[config.mk]
export PLATFORM = sky130hd
export DESIGN_NAME = regfile_dump_flat
export DESIGN_NICKNAME = d
export VERILOG_FILES = /design/src/rtl/regfile_dump_if.sv /design/src/rtl/regfile_dump.sv /design/src/flat_wrapper.sv
export SDC_FILE = /design/constraint.sdc
export NUM_CORES = 1
export LEC_CHECK = 0
export CAP_MARGIN = 30
export CORE_MARGIN = 2
export CORE_UTILIZATION = 45
export CTS_CLUSTER_DIAMETER = 200
export DETAILED_ROUTE_END_ITERATION = 6
export GPL_TIMING_DRIVEN = 1
export PLACE_DENSITY = 0.73
export SYNTH_ARGS = -nofsm -noshare
export SYNTH_HDL_FRONTEND = slang
export SYNTH_SLANG_ARGS = --single-unit
[constraint.sdc]
create_clock -name clk -period 2.5 [get_ports clk]
set_input_delay 0.625 -clock clk [delete_from_list [all_inputs] [get_ports clk]]
set_output_delay 0.625 -clock clk [all_outputs]
set_load 0.1 [all_outputs]
[src/rtl/regfile_dump_if.sv]
// regfile_dump_if: register-file debug read port plus the outgoing byte-stream handshake.
interface regfile_dump_if #(parameter int AW = 5);
    logic          start;
    logic [AW-1:0] rd_addr;
    logic [31:0]   rd_data;
    logic [7:0]    tx_data;
    logic          tx_valid;
    logic          tx_ready;
    logic          busy;
    logic          done;
    modport master (input start, rd_data, tx_ready, output rd_addr, tx_data, tx_valid, busy, done);
    modport slave  (output start, rd_data, tx_ready, input rd_addr, tx_data, tx_valid, busy, done);
endinterface

[src/rtl/regfile_dump.sv]
// regfile_dump: on start reads x0..x(NREGS-1) and streams them LSB-first, framed by
// a header byte and an XOR checksum of all data bytes.
module regfile_dump #(
    parameter int         NREGS    = 32,
    parameter int         AW       = 5,
    parameter logic [7:0] HDR_BYTE = 8'hA5
) (
    input logic            clk,
    input logic            rst,
    regfile_dump_if.master bus
);
    typedef enum logic [2:0] {IDLE, HDR, LOAD, BYTE, SUM, DONE} state_t;
    state_t        state;
    logic [AW-1:0] idx;
    logic [1:0]    cnt;
    logic [7:0]    csum;
    logic [31:0]   sbuf;
    logic          xfer;
    logic          last_reg;
    assign xfer        = bus.tx_valid && bus.tx_ready;
    assign last_reg    = idx == AW'(NREGS - 1);
    assign bus.rd_addr = idx;
    always_ff @(posedge clk or posedge rst) begin
        if (rst) begin
            state        <= IDLE;
            idx          <= '0;
            cnt          <= '0;
            csum         <= '0;
            sbuf         <= '0;
            bus.tx_data  <= '0;
            bus.tx_valid <= 1'b0;
            bus.busy     <= 1'b0;
            bus.done     <= 1'b0;
        end else begin
            case (state)
                IDLE: if (bus.start) begin
                    state        <= HDR;
                    idx          <= '0;
                    cnt          <= '0;
                    csum         <= '0;
                    bus.tx_data  <= HDR_BYTE;
                    bus.tx_valid <= 1'b1;
                    bus.busy     <= 1'b1;
                end
                HDR: if (xfer) begin
                    state        <= LOAD;
                    bus.tx_valid <= 1'b0;
                end
                // The word is captured here only, so later register writes cannot tear it.
                LOAD: begin
                    sbuf         <= bus.rd_data;
                    cnt          <= '0;
                    bus.tx_data  <= bus.rd_data[7:0];
                    bus.tx_valid <= 1'b1;
                    state        <= BYTE;
                end
                BYTE: if (xfer) begin
                    csum <= csum ^ bus.tx_data;
                    sbuf <= sbuf >> 8;
                    cnt  <= cnt + 2'd1;
                    if (cnt != 2'd3) begin
                        bus.tx_data <= sbuf[15:8];
                    end else if (last_reg) begin
                        state       <= SUM;
                        bus.tx_data <= csum ^ bus.tx_data;
                    end else begin
                        idx          <= idx + AW'(1);
                        bus.tx_valid <= 1'b0;
                        state        <= LOAD;
                    end
                end
                SUM: if (xfer) begin
                    state        <= DONE;
                    bus.tx_valid <= 1'b0;
                    bus.busy     <= 1'b0;
                    bus.done     <= 1'b1;
                end
                DONE: begin
                    bus.done <= 1'b0;
                    state    <= IDLE;
                end
                default: state <= IDLE;
            endcase
        end
    end
endmodule

[src/flat_wrapper.sv]
// flat-port wrapper written by rule: the top's interface ports become plain ports
module regfile_dump_flat 
#(
    parameter int         NREGS    = 32,
    parameter int         AW       = 5,
    parameter logic [7:0] HDR_BYTE = 8'hA5
)
  (clk, rst, bus_start, bus_rd_data, bus_tx_ready, bus_rd_addr, bus_tx_data, bus_tx_valid, bus_busy, bus_done);
  regfile_dump_if #(.AW(AW)) bus_i ();
  input logic clk;
  input logic rst;
  input wire logic [$bits(bus_i.start)-1:0] bus_start;
  input wire logic [$bits(bus_i.rd_data)-1:0] bus_rd_data;
  input wire logic [$bits(bus_i.tx_ready)-1:0] bus_tx_ready;
  output wire logic [$bits(bus_i.rd_addr)-1:0] bus_rd_addr;
  output wire logic [$bits(bus_i.tx_data)-1:0] bus_tx_data;
  output wire logic [$bits(bus_i.tx_valid)-1:0] bus_tx_valid;
  output wire logic [$bits(bus_i.busy)-1:0] bus_busy;
  output wire logic [$bits(bus_i.done)-1:0] bus_done;
  assign bus_i.start = bus_start;
  assign bus_i.rd_data = bus_rd_data;
  assign bus_i.tx_ready = bus_tx_ready;
  assign bus_rd_addr = bus_i.rd_addr;
  assign bus_tx_data = bus_i.tx_data;
  assign bus_tx_valid = bus_i.tx_valid;
  assign bus_busy = bus_i.busy;
  assign bus_done = bus_i.done;
  regfile_dump #(.NREGS(NREGS), .AW(AW), .HDR_BYTE(HDR_BYTE)) u_core (.clk(clk), .rst(rst), .bus(bus_i));
endmodule
==> key figures <==
Detailed routing
  • Total wire length: ~5600 µm
  • Via density: 5.51
  • Per-cell routed wire length: roughly 15 µm
  • 1st-iter DRT viols: 134
  • Routed Antenna Nets: 0
  • Initial DRT Pass Iterations: 4
  • Residual DRC: 0
  • Vias: 2110

Logic synthesis
  • Yosys Warn Count: 0
  • Cell Area, Synth: 2650 µm²
  • FFs w/ async S/R, synth: 1.00
  • Top cells by area, synth: dfrtp_1, o21ai_0, mux2i_1
  • Number of flops mapped to enable cells by yosys: 0
  • Top-area cell type share of the netlist area: 0.500
  • Synth Register Bits: between 50 and 60
  • Most common cell in the netlist: dfrtp_1
  • Synth top cells by count: dfrtp_1, o21ai_0, nand2_1, nor2_1, mux2i_1
  • Seq/Total Area, Yosys: 0.500
  • Gate Count Post-Synth: between 200 and 300
  • Yosys cell types: 43
  • Mapped Nets: 299
  • Most used flip-flop cell after synthesis: dfrtp_1
  • Mean Syn Cell Area: 10.2 µm²
  • Area leader, netlist: dfrtp_1

Global routing
  • First-pass GRT wire length: slightly above 9000 µm
  • Antenna violations before repair: 0
  • GRT Resource Usage Total: 0.183
  • Vias in the first global route: around 1900
  • Total gr overflow: 0
  • Largest net degree at the start of global routing: about 40

Die
  • Core area: 5610 µm²
  • Die Area: 6520 µm²
  • Die Width: 80.8 µm
  • Ports: 52
  • Num rows: 27
  • Initial core utilization: 0.473
  • Die Height: 80.8 µm

STA
  • Slew margin rel.: 0.579
  • RSZ-0062 raised after global routing: false
  • Fin crit period: 2.15 ns
  • Sum Neg Setup Slack: 0 ns
  • Pins Over Slew Limit: 0
  • Hold_ws: around 0.49 ns
  • Endpoints failing setup: 0
  • Final Hold Viols: 0
  • Final period utilization: 0.859
  • Max frequency: ~470 MHz
  • Clock Skews: around 0.011 ns
  • Actual slew at the worst max-slew pin: between 0.6 and 0.7 ns

Status
  • Outcome: completed

Clock network
  • CTS Hold Bufs: 0
  • CTS tree: done
  • Post-CTS Setup Inserts: 0
  • Post-cts gate resize count: 0
  • Clk buf depth: 2
  • Clock transition at path regs: between 0.1 and 0.15 ns
  • Clock latency on the worst-skew pair: 0.31 ns
  • CTS root buffer: clkbuf_8
  • Clk sinks: 53
  • H-Tree Depth: 2
  • TritonCTS Buffers: 5

Min path
  • Min-delay src: u_core.sbuf[16]
  • Min-Delay Path Class: flop to flop

Final layout
  • Nets@finish: about 350
  • Layout area overhead: 23.6%
  • Final Non-Filler Cells: approximately 380
  • Layout fillers: 508
  • Fraction of final layout cells sized beyond drive strength 1: 0.135
  • # diodes: 0
  • Multi-input logic area: ~1200 µm²
  • Register area: 1330 µm²

Worst setup path
  • CP Max Fanout: 8
  • Setup CP Type: flop to flop
  • Setup crit end kind: flop
  • Critical path arrival: 2.38 ns
  • Required @ worst endpoint: 2.73 ns
  • Startpoint Class: flop
  • CP Launch Point: u_core.bus.rd_addr[0]
  • Reg-to-reg startpoint: u_core.bus.rd_addr[0]

Placement
  • Post-DP HPWL: between 3000 and 4000 µm
  • PortBufs: slightly above 50
  • # placed instances: 375
  • Placer Congestion: 0.793

Power
  • Leak Pwr: 1.40 nW
  • PD cells: ~1200 nW/µm²
  • Peak VDD IR: 0.572 mV

Flow run
  • Max-Cap Viols: 0
## layout make-up
class                      count  area share
clock inverter                 3     0.00802
multi-input combinational    189       0.373
tap                           72      0.0275
sequential                    53       0.405
clock buffer                   5      0.0210
inverter                       4     0.00458
timing repair buffer          57       0.161
## metal layers
metal,GRT usage,vias up,wire [µm],share of wire
li1,-,1042,-,-
met1,0.272,987,2680,0.48
met2,0.263,73,2470,0.44
met3,0.0444,8,350,0.063
met4,0.0576,0,76,0.014
met5,0,-,0,0
## placed cells by master, fill, tap and decap left out, types with 2 or more instances in the layout
cell type | Yosys | final
mux2i_1 | 16 | 16
nand3_1 | 3 | 3
a31oi_1 | 2 | 2
dfrtp_1 | 53 | 53
buf_4 | 0 | 21
clkdlybuf4s50_1 | 0 | 35
nand2_1 | 33 | 33
nor3_1 | 4 | 4
inv_1 | 4 | 3
clkbuf_8 | 0 | 5
ha_1 | 3 | 3
clkinvlp_4 | 0 | 2
o221a_2 | 4 | 4
and2_1 | 4 | 4
o31ai_1 | 2 | 2
o21a_1 | 4 | 4
o32a_1 | 4 | 4
xor2_1 | 8 | 8
a21oi_1 | 3 | 3
nor2_1 | 22 | 22
a22o_1 | 9 | 9
o21ai_0 | 43 | 43
o311ai_0 | 4 | 4
## worst paths after layout
| path | slack [ns] | cells after the start | end |
|---|---|---|---|
| worst max-delay path | 0.35 | 7 | u_core.bus.rd_addr[3] |
| worst min-delay path | 0.49 | 2 | u_core.sbuf[16] |
| worst max register to register | 0.35 | 7 | u_core.bus.rd_addr[3] |
| worst min register to register | 0.49 | 2 | u_core.sbuf[16] |
| max in group asynchronous | 1.33 | 3 | u_core.sbuf[13] |
| min in group asynchronous | 0.64 | 2 | u_core.state[2] |
## registers in the layout, indices dropped and copies added (netlist names)
| name | count |
|---|---|
| u_core.sbuf | 24 |
| u_core.bus.tx_data | 8 |
| u_core.csum | 8 |
| u_core.bus.rd_addr | 5 |
| u_core.state | 3 |
| u_core.cnt | 2 |
| u_core.bus.busy | 1 |
| u_core.bus.done | 1 |
| u_core.bus.tx_valid | 1 |
## metrics by stage
stage,worst slack [ns],util,total power [mW],area (µm²)
after global routing,0.236,0.585,4.19,3280
after floorplan,0.0119,-,2.98,2650
final,0.351,0.585,3.94,3280
after CTS,0.360,0.585,3.96,3280
after detailed placement,0.225,0.568,3.44,3180
after global placement,0.278,0.568,3.39,3180
## power by group
part	total, mW	switching [mW]	internal (mW)
clock	0.513	0.309	0.204
sequential	1.48	0.300	1.18
combinational	1.94	1.28	0.659
total	3.94	1.89	2.05
## critical path, cell delays in order, from the launching register on
cell and delay (ns):
dfrtp_1 0.43, ha_1 0.24, and3_1 0.20, ha_1 0.22, and2b_2 0.28, o221ai_2 0.19, or2_1 0.28, o31ai_1 0.23
## kinds of logic (layout without fill, tap and decap cells)
family / count (synthesis) / count (layout) / synth area share
AND/OR/NAND/NOR: 76 / 76 / 0.136
adder cells (fa/ha/maj): 3 / 3 / 0.0142
buffers and inverters: 18 / 69 / 0.0387
AO/OA/AOI/OAI: 85 / 85 / 0.220
XOR/XNOR: 8 / 8 / 0.0264
flip-flops: 53 / 53 / 0.500
multiplexers: 17 / 17 / 0.0646
Power figures use the tool's default switching activity.
